**config.mk**
```make
export PLATFORM = sky130hd
export DESIGN_NAME = fft8_stage3_out
export DESIGN_NICKNAME = d
export VERILOG_FILES = /design/src/rtl/fft_pkg.sv /design/src/rtl/fft_bf_r2.sv /design/src/rtl/fft8_stage3_out.sv
export SDC_FILE = /design/constraint.sdc
export NUM_CORES = 1
export LEC_CHECK = 0
export BUFFER_PORTS_ARGS = -buffer_cell sky130_fd_sc_hd__buf_2
export CAP_MARGIN = 15
export CORE_MARGIN = 1.5
export CORE_UTILIZATION = 55
export DETAILED_ROUTE_END_ITERATION = 8
export GPL_TIMING_DRIVEN = 0
export PLACE_DENSITY = 0.85
export SLEW_MARGIN = 20
export SYNTH_ARGS = -nofsm -noshare
export SYNTH_HDL_FRONTEND = slang
export SYNTH_SLANG_ARGS = --single-unit
```
**constraint.sdc**
```tcl
create_clock -name clk_i -period 28 [get_ports clk_i]
set_input_delay 8.4 -clock clk_i [delete_from_list [all_inputs] [get_ports clk_i]]
set_output_delay 8.4 -clock clk_i [all_outputs]
set_load 0.02 [all_outputs]
```
**src/rtl/fft_pkg.sv**
```systemverilog
// Shared constants, FSM state type and bit-reversal helper for the radix-2 FFT8 output stage.
package fft_pkg;

  localparam int DEF_DATA_WIDTH = 50;
  localparam int HALF_WIDTH     = DEF_DATA_WIDTH / 2;
  localparam int FFT_N          = 8;

  typedef enum logic [1:0] {
    ST_IDLE = 2'd0,
    ST_CALC = 2'd1,
    ST_SEND = 2'd2
  } state_e;

  function automatic logic [2:0] bitrev3(input logic [2:0] i);
    return {i[0], i[1], i[2]};
  endfunction

endpackage

```
**src/rtl/fft_bf_r2.sv**
```systemverilog
// Unity-twiddle radix-2 butterfly on packed complex samples; each half wraps at its own width.
module fft_bf_r2
  import fft_pkg::*;
#(
  parameter int DATA_WIDTH = DEF_DATA_WIDTH
) (
  input  logic [DATA_WIDTH-1:0] a_i,
  input  logic [DATA_WIDTH-1:0] b_i,
  output logic [DATA_WIDTH-1:0] sum_o,
  output logic [DATA_WIDTH-1:0] dif_o
);

  localparam int IM_W = DATA_WIDTH / 2;
  localparam int RE_W = DATA_WIDTH - IM_W;

  logic [RE_W-1:0] sum_re_s, dif_re_s;
  logic [IM_W-1:0] sum_im_s, dif_im_s;

  assign sum_re_s = a_i[DATA_WIDTH-1:IM_W] + b_i[DATA_WIDTH-1:IM_W];
  assign dif_re_s = a_i[DATA_WIDTH-1:IM_W] - b_i[DATA_WIDTH-1:IM_W];
  assign sum_im_s = a_i[IM_W-1:0] + b_i[IM_W-1:0];
  assign dif_im_s = a_i[IM_W-1:0] - b_i[IM_W-1:0];

  assign sum_o = {sum_re_s, sum_im_s};
  assign dif_o = {dif_re_s, dif_im_s};

endmodule

```
**src/rtl/fft8_stage3_out.sv**
```systemverilog
// Final FFT8 stage: captures a stage-2 frame, runs four time-shared butterflies, then
// streams the eight bins in natural order over a valid/ready interface.
module fft8_stage3_out
  import fft_pkg::*;
#(
  parameter int DATA_WIDTH = DEF_DATA_WIDTH
) (
  input  logic                  clk_i,
  input  logic                  rst_i,
  input  logic [DATA_WIDTH-1:0] in_data [0:FFT_N-1],
  input  logic                  in_valid,
  output logic                  in_ready,
  output logic [DATA_WIDTH-1:0] out_data,
  output logic                  out_valid,
  input  logic                  out_ready,
  output logic                  out_last,
  output logic [2:0]            out_index
);

  state_e                state_q, state_d;
  logic [1:0]            k_q, k_d;
  logic [2:0]            idx_q, idx_d;
  logic                  out_valid_q, out_valid_d;
  logic                  out_last_q, out_last_d;
  logic [DATA_WIDTH-1:0] out_data_q, out_data_d;
  logic [DATA_WIDTH-1:0] inbuf_q  [0:FFT_N-1];
  logic [DATA_WIDTH-1:0] outbuf_q [0:FFT_N-1];

  logic                  capture_s, calc_s;
  logic [2:0]            idx_nxt_s;
  logic [DATA_WIDTH-1:0] bf_sum_s, bf_dif_s;

  assign capture_s = (state_q == ST_IDLE) && in_valid;
  assign calc_s    = (state_q == ST_CALC);
  assign idx_nxt_s = idx_q + 3'd1;

  fft_bf_r2 #(.DATA_WIDTH(DATA_WIDTH)) u_bf (
    .a_i   (inbuf_q[{k_q, 1'b0}]),
    .b_i   (inbuf_q[{k_q, 1'b1}]),
    .sum_o (bf_sum_s),
    .dif_o (bf_dif_s)
  );

  // Next-state and output-register logic.
  always_comb begin
    state_d     = state_q;
    k_d         = k_q;
    idx_d       = idx_q;
    out_valid_d = out_valid_q;
    out_last_d  = out_last_q;
    out_data_d  = out_data_q;
    case (state_q)
      ST_IDLE: begin
        if (in_valid) begin
          state_d = ST_CALC;
          k_d     = 2'd0;
        end else begin
          state_d = ST_IDLE;
        end
      end
      ST_CALC: begin
        k_d = k_q + 2'd1;
        // Bin 0 was written on k=0, so it is already settled for the first beat.
        if (k_q == 2'd3) begin
          state_d     = ST_SEND;
          idx_d       = 3'd0;
          out_valid_d = 1'b1;
          out_last_d  = 1'b0;
          out_data_d  = outbuf_q[0];
        end else begin
          state_d = ST_CALC;
        end
      end
      ST_SEND: begin
        if (out_ready) begin
          if (idx_q == 3'd7) begin
            state_d     = ST_IDLE;
            idx_d       = 3'd0;
            out_valid_d = 1'b0;
            out_last_d  = 1'b0;
            out_data_d  = {DATA_WIDTH{1'b0}};
          end else begin
            idx_d      = idx_nxt_s;
            out_last_d = (idx_nxt_s == 3'd7);
            out_data_d = outbuf_q[idx_nxt_s];
          end
        end else begin
          idx_d = idx_q;
        end
      end
      default: begin
        state_d     = ST_IDLE;
        k_d         = 2'd0;
        idx_d       = 3'd0;
        out_valid_d = 1'b0;
        out_last_d  = 1'b0;
        out_data_d  = {DATA_WIDTH{1'b0}};
      end
    endcase
  end

  // State, counters, output registers and both sample buffers.
  always_ff @(posedge clk_i) begin
    if (rst_i) begin
      state_q     <= ST_IDLE;
      k_q         <= 2'd0;
      idx_q       <= 3'd0;
      out_valid_q <= 1'b0;
      out_last_q  <= 1'b0;
      out_data_q  <= {DATA_WIDTH{1'b0}};
      for (int i = 0; i < FFT_N; i++) begin
        inbuf_q[i]  <= {DATA_WIDTH{1'b0}};
        outbuf_q[i] <= {DATA_WIDTH{1'b0}};
      end
    end else begin
      state_q     <= state_d;
      k_q         <= k_d;
      idx_q       <= idx_d;
      out_valid_q <= out_valid_d;
      out_last_q  <= out_last_d;
      out_data_q  <= out_data_d;
      if (capture_s) begin
        for (int i = 0; i < FFT_N; i++) begin
          inbuf_q[i] <= in_data[i];
        end
      end
      if (calc_s) begin
        outbuf_q[bitrev3({k_q, 1'b0})] <= bf_sum_s;
        outbuf_q[bitrev3({k_q, 1'b1})] <= bf_dif_s;
      end
    end
  end

  assign in_ready  = (state_q == ST_IDLE);
  assign out_valid = out_valid_q;
  assign out_last  = out_last_q;
  assign out_data  = out_data_q;
  assign out_index = idx_q;

endmodule

```
==> impl_results.md <==
- Layout cells sized above 1: 23.9%
- Post-cts gate resize count: 0
- Post-synth top area share: 56.9%
- Fin nets: 4221
- Arr. time, crit path: 11.57 ns
- Clock Skew: 0.0361 ns
- Clock slew at reported path FFs: 0.06 ns
- Critical-path maximum fanout: 40
- Area contributors post-synth: edfxtp_1, mux4_2, and2_1
- Crit Path Category: input port to flip-flop
- Ys async rst share: 0%
- CTS tree: done
- Syn nets: 3657
- # DRC: 0
- Crit path capture type: flip-flop
- Root buf cell: clkbuf_16
- Hold Crit Start: out_last
- Via Count: around 30k
- Cells after Synth: 3143
- Syn_area_per_cell: 13.3 sq um
- GPL Wtd Cong: 0.937
- R2r endpoint: outbuf_q[5][24]
- Cell Count Post-Placement: 4588
- Routed Wire Length: 128000 um
- Most frequent cells after synthesis: edfxtp_1, nor2_1, and2_1
- Hpwl dp: 93300 um
- Fmax: 0.0889 GHz
- Post-synthesis cell type count: slightly above 70
- Starting Density: a little under three fifths
- MaxCap Viol Count: 0
- Drt pass-1 iters: 6
- Most used cell along the critical path: buf_12
- Final std cells w/o fill: 4761
- CTS Buffer Depth: 3
- Total power: 3320 uW
- # hold bufs at CTS: 0
- Seq cells post-synth: 853
- Min-delay worst type: flip-flop to flip-flop
- Register area share after synthesis: 59.8%
- Worst Hold Endpoint: out_last
- First-pass GRT wire length: 185000 um
- Yosys warns: 0
- Critical path's largest stage delay: 0.83 ns
- Slew at the pin closest to its max-slew limit: 1.05 ns
- Die width: 279 um
- VDD IR-drop max: 48.0 uV
- Avg WL per Cell: about 27 um
- Final critical-path share of the clock period: roughly 40%
- Power Density: 68.3 mW/mm^2
- First DRT Iteration DRCs: just over 4k
- Pins Over Slew Limit: 0
- Total Routing Usage GR: between 30% and 40%
- Final min period: about 11 ns
- Reg2Reg Depth: 13
- Height of the die: 279 um
- Clk_lat worst skew: 0.65 ns
- Leakage: approximately 0.019 uW
- Mapped cell area: between 0.04 and 0.05 sq mm
- CP max-delay cell: clkbuf_1
- RSZ-0062 raised after global routing: no
- Grt ovf: 0
- Core area: 0.0748 sq mm
- Fillers: between 5k and 6k
- WP data required: between 20 and 30 ns
- Worst hold margin: 0.455 ns
- Full die area: ~0.08 sq mm
- Top cell type by total area after synthesis: edfxtp_1
- Post-synth EDFFs: 792
- Vias per cell: 6.25
- Most common cell in the netlist: edfxtp_1
- Final Setup Violations: 0
- Vias in the first global route: 29.2k
- Startpoint Class: input port
- Cell Chain, Critical Path: buf_2, clkbuf_1, clkbuf_1, nand2b_4, buf_12, buf_12, buf_12
- Reg2reg setup slack: 22.16 ns
- CTS Buf Count: between 80 and 90
- Outcome: complete, no violations
- Hold path cells: 2
- Initial antenna violation count: 18
- Number of buffers and inverters on the critical path: 6
- H-tree levels: 3
- Final Hold Fails: 0
- I/O pins: 460
- CTS Sinks: between 800 and 900
- PortBufs: 459
- Antenna-violating nets left: 0
- Largest net degree at the start of global routing: 60
- Max-slew headroom: 29.7%
- Delay-heaviest family, CP: buffers and inverters
- Std cell rows: 100
- Post-route setup TNS: 0 ns
- Top_reg_cell synth: edfxtp_1
- Post-CTS setup buffer count: 0
- Area delta synth->final: 16.1%
[registers in the layout, indices dropped and copies added (netlist names), named ones only]
name / count
inbuf_q: 400
outbuf_q: 392
out_data: 50
out_index: 3
k_q: 2
state_q: 2
out_last: 1
out_valid: 1
[worst max-delay path by stage]
stage	from	to	depth (start not counted)
floorplan	rst_i	inbuf_q[0][0]	3
CTS	rst_i	inbuf_q[4][19]	7
global route	rst_i	inbuf_q[2][20]	7
global placement	rst_i	inbuf_q[0][39]	4
finish	rst_i	inbuf_q[7][22]	7
detailed placement	rst_i	inbuf_q[6][18]	7
[logic make-up after synthesis]
| logic type | synth area share (%) |
|---|---|
| AO/OA/AOI/OAI | 5.90 |
| XOR/XNOR | 1.93 |
| multiplexers | 12.0 |
| buffers and inverters | 2.91 |
| flip-flops | 59.8 |
| AND/OR/NAND/NOR | 14.1 |
| adder cells (fa/ha/maj) | 3.36 |
[cell type report]
cell class | count | area (sq um) | area share (%)
timing repair buffer | 476 | 2670 | 5.49
clock buffer | 110 | 2310 | 4.75
clock inverter | 47 | 462 | 0.951
sequential | 853 | 25000 | 51.5
antenna | 16 | 40.0 | 0.0825
inverter | 101 | 379 | 0.781
buffer | 210 | 837 | 1.72
tap | 969 | 1210 | 2.50
multi-input combinational | 1979 | 15600 | 32.2
[tightest hold or removal path, stage by stage (launching register included)]
cell,delay (ns)
dfxtp_1,0.31
nand2_1,0.05
a21oi_1,0.05
[routing by layer]
metal  up-vias  share of wire [%]  track usage, %
met3       329                 11            6.19
met4         6                3.7            12.7
met2      2217                 49            53.8
li1      12700                  -               -
met5         -              0.031               0
met1     14500                 36            42.8
[per-stage QoR]
stage	setup WS [ns]	area (sq um)	utilization (%)
after floorplan	8.68	41800	-
after global placement	4.31	45300	60.6
after detailed placement	16.27	45700	61.1
after CTS	16.91	48500	64.8
after global routing	16.75	48500	64.9
final	16.75	48500	64.9
[report_power, final]
group,leakage [uW],switching (uW),internal [uW]
clock,0.00134,497,657
sequential,0.00887,30.2,1490
combinational,0.00853,428,219
total,0.0187,955,2360
[layout by cell type, fill, tap and decap left out, drive strengths merged, types with 17 or more instances in the layout]
master  Yosys  routed
o21ai      47      47
inv        99     100
nand2      76      76
xor2       17      17
mux2       48      48
nand2b     22      22
dfxtp      61      61
nor3       72      72
buf        38     514
nand3      23      23
a21oi      97      97
mux4      196     196
and2      324     324
nor2b     127     127
xnor2      75      75
edfxtp    792     792
a221oi     52      52
clkinv      2      35
clkbuf    172     282
nor2      486     486
ha        106     106
(Power assumes the default switching activity.)
